**src/rtl/ex_operand_stage.sv**
```systemverilog
// ID/EX pipeline register with MEM/WB operand forwarding and load-use stall detection.
// Feeds srcA/srcB and the ALU control code straight into the EX-stage ALU.

module ex_fwd_mux #(
  parameter int XLEN = 32,
  parameter int RA_W = 5
) (
  input  logic [RA_W-1:0] rs_i,
  input  logic [XLEN-1:0] reg_i,
  input  logic [XLEN-1:0] alu_result_m,
  input  logic [RA_W-1:0] rd_m,
  input  logic            reg_write_m,
  input  logic [XLEN-1:0] result_w,
  input  logic [RA_W-1:0] rd_w,
  input  logic            reg_write_w,
  output logic [XLEN-1:0] fwd_o
);
  logic hit_m, hit_w;

  // x0 is hardwired zero, so a write to it must never be forwarded.
  assign hit_m = reg_write_m && (rd_m != '0) && (rd_m == rs_i);
  assign hit_w = reg_write_w && (rd_w != '0) && (rd_w == rs_i);

  always_comb begin
    fwd_o = reg_i;
    if (hit_m)      fwd_o = alu_result_m;
    else if (hit_w) fwd_o = result_w;
  end
endmodule

module ex_operand_stage #(
  parameter int XLEN = 32,
  parameter int RA_W = 5
) (
  input  logic            clk,
  input  logic            rst_n,
  input  logic            valid_d,
  input  logic [XLEN-1:0] rd1_d,
  input  logic [XLEN-1:0] rd2_d,
  input  logic [XLEN-1:0] imm_d,
  input  logic [XLEN-1:0] pc_d,
  input  logic [RA_W-1:0] rs1_d,
  input  logic [RA_W-1:0] rs2_d,
  input  logic [RA_W-1:0] rd_d,
  input  logic [2:0]      alu_control_d,
  input  logic            alu_src_d,
  input  logic            reg_write_d,
  input  logic            mem_read_d,
  input  logic            mem_write_d,
  input  logic            flush_e,
  input  logic [XLEN-1:0] alu_result_m,
  input  logic [RA_W-1:0] rd_m,
  input  logic            reg_write_m,
  input  logic [XLEN-1:0] result_w,
  input  logic [RA_W-1:0] rd_w,
  input  logic            reg_write_w,
  output logic            stall_d,
  output logic [XLEN-1:0] srcA,
  output logic [XLEN-1:0] srcB,
  output logic [2:0]      alu_control_e,
  output logic [XLEN-1:0] write_data_e,
  output logic [XLEN-1:0] pc_e,
  output logic [RA_W-1:0] rd_e,
  output logic            valid_e,
  output logic            reg_write_e,
  output logic            mem_read_e,
  output logic            mem_write_e
);
  localparam int NOPS = 2;

  logic            valid_q, alu_src_q, reg_write_q, mem_read_q, mem_write_q;
  logic [XLEN-1:0] rd1_q, rd2_q, imm_q, pc_q;
  logic [RA_W-1:0] rs1_q, rs2_q, rd_q;
  logic [2:0]      alu_control_q;

  logic [NOPS-1:0][RA_W-1:0] rs_e;
  logic [NOPS-1:0][XLEN-1:0] rdat_e;
  logic [NOPS-1:0][XLEN-1:0] fwd_e;

  // Load in EX whose destination is read by decode: one bubble, then WB forward covers it.
  assign stall_d = valid_q && mem_read_q && (rd_q != '0) && valid_d &&
                   ((rd_q == rs1_d) || (rd_q == rs2_d));

  always_ff @(posedge clk or negedge rst_n) begin
    if (!rst_n) begin
      valid_q       <= 1'b0;
      rd1_q         <= '0;
      rd2_q         <= '0;
      imm_q         <= '0;
      pc_q          <= '0;
      rs1_q         <= '0;
      rs2_q         <= '0;
      rd_q          <= '0;
      alu_control_q <= '0;
      alu_src_q     <= 1'b0;
      reg_write_q   <= 1'b0;
      mem_read_q    <= 1'b0;
      mem_write_q   <= 1'b0;
    end else if (flush_e || stall_d) begin
      // Bubble: kill side effects only, data fields keep their old values.
      valid_q     <= 1'b0;
      reg_write_q <= 1'b0;
      mem_read_q  <= 1'b0;
      mem_write_q <= 1'b0;
    end else begin
      valid_q       <= valid_d;
      rd1_q         <= rd1_d;
      rd2_q         <= rd2_d;
      imm_q         <= imm_d;
      pc_q          <= pc_d;
      rs1_q         <= rs1_d;
      rs2_q         <= rs2_d;
      rd_q          <= rd_d;
      alu_control_q <= alu_control_d;
      alu_src_q     <= alu_src_d;
      reg_write_q   <= reg_write_d;
      mem_read_q    <= mem_read_d;
      mem_write_q   <= mem_write_d;
    end
  end

  assign rs_e   = {rs2_q, rs1_q};
  assign rdat_e = {rd2_q, rd1_q};

  for (genvar g = 0; g < NOPS; g++) begin : g_fwd
    ex_fwd_mux #(.XLEN(XLEN), .RA_W(RA_W)) u_fwd (
      .rs_i         (rs_e[g]),
      .reg_i        (rdat_e[g]),
      .alu_result_m (alu_result_m),
      .rd_m         (rd_m),
      .reg_write_m  (reg_write_m),
      .result_w     (result_w),
      .rd_w         (rd_w),
      .reg_write_w  (reg_write_w),
      .fwd_o        (fwd_e[g])
    );
  end

  assign srcA          = fwd_e[0];
  assign srcB          = alu_src_q ? imm_q : fwd_e[1];
  assign write_data_e  = fwd_e[1];
  assign alu_control_e = alu_control_q;
  assign pc_e          = pc_q;
  assign rd_e          = rd_q;
  assign valid_e       = valid_q;
  assign reg_write_e   = reg_write_q;
  assign mem_read_e    = mem_read_q;
  assign mem_write_e   = mem_write_q;
endmodule

```
**config.mk**
```make
export PLATFORM = sky130hd
export DESIGN_NAME = ex_operand_stage
export DESIGN_NICKNAME = d
export VERILOG_FILES = /design/src/rtl/ex_operand_stage.sv
export SDC_FILE = /design/constraint.sdc
export NUM_CORES = 1
export LEC_CHECK = 0
export ABC_AREA = 1
export BUFFER_PORTS_ARGS = -buffer_cell sky130_fd_sc_hd__buf_4
export CELL_PAD_IN_SITES_DETAIL_PLACEMENT = 1
export CELL_PAD_IN_SITES_GLOBAL_PLACEMENT = 1
export CORE_MARGIN = 4
export CORE_UTILIZATION = 30
export CTS_CLUSTER_SIZE = 10
export DETAILED_ROUTE_END_ITERATION = 10
export PLACE_DENSITY = 0.74
export SLEW_MARGIN = 25
export SYNTH_ARGS = -nofsm -noshare
export SYNTH_HDL_FRONTEND = slang
export SYNTH_SLANG_ARGS = --single-unit
```
**constraint.sdc**
```tcl
create_clock -name clk -period 2 [get_ports clk]
set_input_delay 0 -clock clk [delete_from_list [all_inputs] [get_ports clk]]
set_output_delay 0 -clock clk [all_outputs]
set_load 0.01 [all_outputs]
```
==> metrics.md, run 1 <==
| Metric | Value |
|---|---|
| Status | complete, but fails checks |
| Violated checks | negative setup slack |
| Req. time, crit path | 2.00 ns |
| Non-filler cells, final | 2153 |
| First-pass detailed-route iteration total | 5 |
| Fraction of layout cells with a size suffix above 1 | 0.444 |
| Final Cycle Share | 1.13 |
| GP Congestion | 0.812 |
| GRT Util Overall | 0.293 |
| 1st-iter DRT viols | 775 |
| Post-route ant nets | 0 |
| Mapped Area | 8740 sq um |
| Vias in the first global route | 12.5k |
| Initial antenna violation count | 5 |
| Slew Limit Headroom | 0.512 |
| Placed cells | 1925 |
| CP max FO | 9 |
| Yosys top cell area share | 0.432 |
| HP Start | flush_e |
| Critical path class | reg -> out |
| Final WS setup | -0.263 ns |
| Most frequent cells in the layout | nand2_1, buf_4, nand3_1, dlygate4sd3_1, dfrtp_1 |
| P_leak | 8.70 nW |
| Worst skew pair latency | 0.43 ns |
| CTS Buf Count | 17 |
| Die height | 179 microns |
| Critical Path Source Type | register |
| Max Fclk | 442 MHz |
| Number of hold violations in the final report | 0 |
| Worst EP arrival | 2.26 ns |
| Dpl hpwl | 28700 microns |
| Reg area | 3780 sq um |
| Final slew viol count | 0 |
| Clock Path Buffers | 2 |
| # DRC | 0 |
| Worst setup EP type | output pin |
| Sequential cell area fraction in the yosys report | 0.432 |
| Post-synth top area cell | dfrtp_1 |
| Post-synthesis register bit count | 151 |
| Crit. Startpoint | rs2_q[3] |
| Syn Area/Cell | 7.17 sq um |
| R2R setup slack | 0.04 ns |
| VDD IR max | 427 uV |
| Core ar. | 28700 sq um |
| Synth cell types | 21 |
| Max-cap violations | 0 |
| Multi-input logic area | 6030 sq um |
| Global-route wire length before repair | 72000 microns |
| Die width | 179 microns |
| Buffers on Ports | 370 |
| Area Overhead vs Synth | 95.0% |
| Yosys warning total | 0 |
| Initial core utilization | 0.304 |
| Routed len/inst | 23.7 microns |
| Std cell rows | 62 |
| H-tree levels | 4 |
| Die area | 31900 sq um |
| Post-synthesis cell count | 1219 |
| Worst reg-to-reg path cell count | 9 |
| Root Driver | clkbuf_16 |
| RSZ-0062 raised after global routing | true |
| Ports | 371 |
| CTS tree | yes |
| Smallest hold slack | 0.0779 ns |
| CP Capture Point | write_data_e[23] |
| Most common cell after layout, fill and taps aside | nand2_1 |
| Setup violations, final | 96 |
| Post-Route WL | 50900 microns |
| Finished Core Util | 0.594 |
| Clock tree sinks | 151 |
| Synth area leaders | dfrtp_1, nand2_1, nand3_1, nand3b_1, buf_2 |
| Min-delay worst type | in -> reg |
| Pin count of the biggest net entering global routing | 69 |
| DR vias | 11.4k |
| Pwr dens | 642 nW/um^2 |
| Post-synth net total | 1449 |
| NumNets Final | 1981 |
| Fillers | 3221 |
| Clk_skew | 0.0161 ns |
| Overflow after GRT | 0 |
| Routed vias/inst | 5.28 |
| Worst-margin pin slew | 0.732 ns |
| Crit Reg-Reg Startpoint | rd_e[3] |
| Fin crit period | 2.26 ns |
| Crit Reg-Reg Endpoint | rd2_q[11] |
| Clock-pin transition on the worst setup and hold timing paths | 0.07 ns |
[metrics by stage]
stage               TNS (ns)  setup slack [ns]  instance area [sq um]  power, W
global route          -25.29            -0.335                  17000    0.0114
global placement           0             0.219                  12000   0.00602
floorplan                  0             0.492                   8740   0.00462
detailed placement         0             0.138                  12000   0.00607
finish                -14.41            -0.263                  17000    0.0109
CTS                   -15.30            -0.204                  16000    0.0105
[worst min-delay path by stage]
stage,to,slack (ns),cells past startpoint
6_report,pc_e[1],0.08,4
3_5_place_dp,pc_e[4],0.09,1
2_1_floorplan,alu_control_e[0],-0.30,0
3_3_place_gp,pc_e[7],0.08,1
4_1_cts,pc_e[3],0.06,4
5_1_grt,rs1_q[0],0.10,4
[registers in the layout (all words and copies together), names as in the netlist]
signal	flops
imm_q	32
alu_control_e	3
rs1_q	5
valid_e	1
rs2_q	5
rd1_q	32
rd2_q	32
rd_e	5
mem_read_e	1
pc_e	32
reg_write_e	1
mem_write_e	1
alu_src_q	1
[synthesized netlist by cell type]
| cell | instances |
|---|---|
| xnor2_1 | 11 |
| nand3_1 | 278 |
| dfrtp_1 | 151 |
| nand2_2 | 3 |
| nor3_1 | 3 |
| nor3_2 | 1 |
| clkbuf_1 | 27 |
| buf_1 | 7 |
| nand2_1 | 501 |
| nand3b_1 | 65 |
| nor3_4 | 1 |
| nand4_1 | 2 |
| buf_2 | 42 |
| xor2_1 | 16 |
| inv_1 | 47 |
| o21ai_1 | 1 |
| buf_4 | 11 |
| nor2_1 | 17 |
| and2_1 | 32 |
| nor2_2 | 2 |
| buf_6 | 1 |
[logic make-up after synthesis]
group                  count (synthesis)  synth area share
AO/OA/AOI/OAI                          1          0.000572
XOR/XNOR                              27            0.0271
buffers and inverters                135            0.0696
AND/OR/NAND/NOR                      905             0.470
flip-flops                           151             0.432
[layer usage]
metal	up-vias	share of wire	routed length, microns	track usage
met5	-	0	0	0
met4	0	0.050	2530	0.113
met1	5709	0.38	19200	0.343
met3	162	0.072	3650	0.0679
met2	513	0.50	25600	0.520
li1	4988	-	-	-
[worst max-delay path: stages (launching register included)]
cell and delay [ns]:
dfrtp_1 0.43, buf_4 0.16, xor2_2 0.18, nor3_4 0.24, buf_12 0.18, buf_12 0.13, nand3b_1 0.14, and2_1 0.21
buf_4 0.14
[report_power, final]
group,internal (W),switching [W],leakage (nW),total (W)
Combinational,0.00181,0.00183,6.55,0.00364
Sequential,0.00333,0.000229,1.84,0.00356
Clock,0.00230,0.00144,0.312,0.00374
Total,0.00744,0.00350,8.70,0.0109
[area by class of cell]
cell class,count,area share
multi-input combinational,933,0.354
timing repair buffer,601,0.346
sequential,151,0.222
tap,384,0.0282
clock buffer,22,0.0272
clock inverter,10,0.0112
inverter,47,0.0107
antenna,5,0.000734
[timing repair]
item,CTS,global route
buffers inserted,13,12
endpoints found under the hold margin,215,0
endpoints found under the setup margin,97,98
gates resized for setup,352,202
pin swaps,63,73
hold buffers,152,0
gates cloned,12,5
Note: power is estimated with default switching activity, not from simulation.
==> inputs of run 2 (changes only) <==
--- a/config.mk
+++ b/config.mk
@@ -5,7 +5,6 @@
 export SDC_FILE = /design/constraint.sdc
 export NUM_CORES = 1
 export LEC_CHECK = 0
-export ABC_AREA = 1
 export BUFFER_PORTS_ARGS = -buffer_cell sky130_fd_sc_hd__buf_4
 export CELL_PAD_IN_SITES_DETAIL_PLACEMENT = 1
 export CELL_PAD_IN_SITES_GLOBAL_PLACEMENT = 1
@@ -13,7 +12,7 @@
 export CORE_UTILIZATION = 30
 export CTS_CLUSTER_SIZE = 10
 export DETAILED_ROUTE_END_ITERATION = 10
-export PLACE_DENSITY = 0.74
+export PLACE_DENSITY = 0.69
 export SLEW_MARGIN = 25
 export SYNTH_ARGS = -nofsm -noshare
 export SYNTH_HDL_FRONTEND = slang
==> constraint.sdc (replaced) <==
create_clock -name clk -period 2.9 [get_ports clk]
set_input_delay 0 -clock clk [delete_from_list [all_inputs] [get_ports clk]]
set_output_delay 0 -clock clk [all_outputs]
set_load 0.01 [all_outputs]
==> metrics.md, run 2 <==
| Metric | Value |
|---|---|
| Status | complete, no violations |
| Die area | 30500 sq um (-4.5%) |
| Setup violations, final | 0 (-100%) |
| Critical path class | reg -> out |
| Root Driver | clkbuf_16 |
| GP Congestion | 0.774 (-4.7%) |
| Global-route wire length before repair | 51300 microns (-29%) |
| DR vias | 7501 (-34%) |
| 1st-iter DRT viols | 259 (-67%) |
| Final setup TNS | 0 ns (+14.41 ns) |
| Most frequent cells in the layout | buf_4, dlygate4sd3_1, dfrtp_1, mux2_1, nor2_1 |
| H-tree levels | 4 (unchanged) |
| VDD IR max | 364 uV (-15%) |
| Worst-margin pin slew | 0.880 ns (+0.149 ns) |
| Post-Route WL | 33300 microns (-35%) |
| Ports | 371 (unchanged) |
| Clock tree sinks | 151 (unchanged) |
| Synth cell count leaders | dfrtp_1, mux2_1, nor2_1 |
| First-pass detailed-route iteration total | 6 (+1) |
| Die height | 175 microns (-2.3%) |
| Worst EP arrival | 2.77 ns (+0.51 ns) |
| Most common cell after layout, fill and taps aside | buf_4 |
| Fin crit period | 2.77 ns |
| GRT Util Overall | 0.215 (-0.0778) |
| Sequential cell area fraction in the yosys report | 0.454 (+0.0212) |
| Worst setup EP type | output pin |
| Most used DFF post-synth | dfrtp_1 |
| Post-synthesis async set-or-reset flop share | 1.00 (unchanged) |
| Critical Path Source Type | register |
| Routed len/inst | 21.3 microns (-10%) |
| Die width | 175 microns (-2.3%) |
| Req. time, crit path | 2.90 ns (+0.90 ns) |
| Worst reg-to-reg path cell count | 5 (-4) |
| Post-synth top area cell | dfrtp_1 |
| Clock-pin transition on the worst setup and hold timing paths | 0.07 ns (about the same) |
| Pwr dens | 492 nW/um^2 (-23%) |
| Dpl hpwl | 23900 microns (-17%) |
| Initial antenna violation count | 2 (-3) |
| Post-synth net total | 897 (-38%) |
| Post-synthesis register bit count | 151 (unchanged) |
| Post-cts sizing count | 0 (-100%) |
| Number of synthesized flops with an enable pin | 0 (unchanged) |
| Fraction of layout cells with a size suffix above 1 | 0.418 (-0.0256) |
| Max Fclk | 361 MHz |
| Final Cycle Share | 0.955 |
| Syn Area/Cell | 12.5 sq um (+74%) |
| WHS Path Cells | 3 (-1) |
| # Post-CTS Setup Buffers | 0 (-13) |
| Final slew viol count | 0 (unchanged) |
| Core ar. | 27100 sq um (-5.6%) |
| Area Overhead vs Synth | 64.1% |
| Clock Path Buffers | 2 (unchanged) |
| CTS Buf Count | 17 (unchanged) |
| CTS tree | yes |
| Final Total Pwr | 0.00672 W (-39%) |
| Placed cell areas | 11500 sq um (-4.2%) |
| Initial core utilization | 0.307 (+0.00289) |
| Vias in the first global route | 8650 (-31%) |
| # DRC | 0 (unchanged) |
| Yosys top cell area share | 0.454 (+0.0212) |
| Min-delay worst type | in -> reg |
| CTS Hold Bufs | 152 (unchanged) |
| P_leak | 5.87 nW (-32%) |
| Mapped Area | 8330 sq um (-4.7%) |
| Count leader, synth | dfrtp_1 |
| Post-route ant nets | 0 (unchanged) |
| Pin count of the biggest net entering global routing | 55 (-20%) |
| Clk_skew | 0.0188 ns (+0.00275 ns) |
| Routed vias/inst | 4.79 (-9.4%) |
| NumNets Final | 1410 (-29%) |
| Synth cell types | 36 (+71%) |
| RSZ-0062 raised after global routing | false |
| Overflow after GRT | 0 (unchanged) |
| Smallest hold slack | 0.0535 ns (-0.0244 ns) |
| Buffers on Ports | 370 (unchanged) |
| Slew Limit Headroom | 0.413 (-0.0993) |
| Final Cell Area | 13700 sq um (-20%) |
| Yosys warning total | 0 (unchanged) |
| Number of hold violations in the final report | 0 (unchanged) |
| Synth area leaders | dfrtp_1, mux2_1, a31oi_4, mux2_2, mux2i_1 |
| Max-cap violations | 0 (unchanged) |
| CP max FO | 32 (+23) |
| Worst skew pair latency | 0.43 ns (about the same) |
| Std cell rows | 60 (-3.2%) |
| Post-synthesis cell count | 667 (-45%) |
==> run 2: changes by cell type in the layout (fill, tap and decap cells not counted), sizes merged, moves of 28 or more <==
cell	delta
mux2	+174
a21oi	+32
nand3b	-65
a31oi	+32
o21ai	+32
mux2i	+32
buf	-48
nand3	-244
inv	-40
and2	-28
nand2	-504
==> run 2: final timing paths <==
| path | start | endpoint | slack [ns] |
|---|---|---|---|
| worst max-delay path | rs2_q[2] | srcB[30] | 0.13 |
| worst min register to register | rd2_q[21] | rd2_q[21] | 0.48 |
| min in group asynchronous | rst_n | pc_e[10] | 0.11 |
| worst min-delay path | flush_e | rd_e[0] | 0.05 |
| worst max register to register | rd_e[1] | imm_q[3] | 0.43 |
| max in group asynchronous | rst_n | rd2_q[5] | 2.00 |
==> run 2: cells by family (layout without fill, tap and decap cells) <==
kind of cell | after synthesis | count (layout) | synth area share
other cells | 0 | 2 | 0
simple gates | 120 | 120 | 0.0733
compound gates | 107 | 107 | 0.130
xor+xnor | 30 | 30 | 0.0316
buf+inv | 53 | 579 | 0.0379
flops | 151 | 151 | 0.454
mux | 206 | 206 | 0.274
==> run 2: metrics by stage <==
stage | util | instances | setup WS, ns
floorplan | - | 667 | 0.820
global placement | 0.426 | 1381 | 0.512
detailed placement | 0.426 | 1381 | 0.426
CTS | 0.504 | 1565 | 0.0988
global route | 0.504 | 1567 | 0.0289
finish | 0.504 | 1567 | 0.132
==> run 2: area by class of cell <==
| class | count | area, sq um |
|---|---|---|
| fill | 2871 | 13400 |
| timing repair buffer | 547 | 4550 |
| multi-input combinational | 463 | 4270 |
| sequential | 151 | 3780 |
| tap | 372 | 465 |
| clock buffer | 18 | 429 |
| clock inverter | 14 | 164 |
| antenna | 2 | 5.00 |
==> run 2: metal layers <==
layer / wire length [microns] / part of all wire / track usage / up-vias
met5: 0 / 0 / 0 / -
met4: 438 / 0.013 / 0.0419 / 0
met3: 2190 / 0.066 / 0.0643 / 25
met2: 17100 / 0.51 / 0.394 / 245
met1: 13600 / 0.41 / 0.250 / 3780
li1: - / - / - / 3451
==> run 2: worst max-delay path, cell delays in order, from the launching register on <==
cell and delay [ns]:
dfrtp_1 0.42, xor2_1 0.19, or4b_4 0.80, o21ai_1 0.27, a31oi_1 0.19, mux2_2 0.31
buf_4 0.15
==> run 2: power breakdown <==
group	leakage, nW	internal, W	switching [W]	total (W)
combinational	3.82	0.00106	0.000871	0.00193
sequential	1.77	0.00231	0.000148	0.00246
clock	0.287	0.00130	0.00103	0.00233
total	5.87	0.00467	0.00205	0.00672
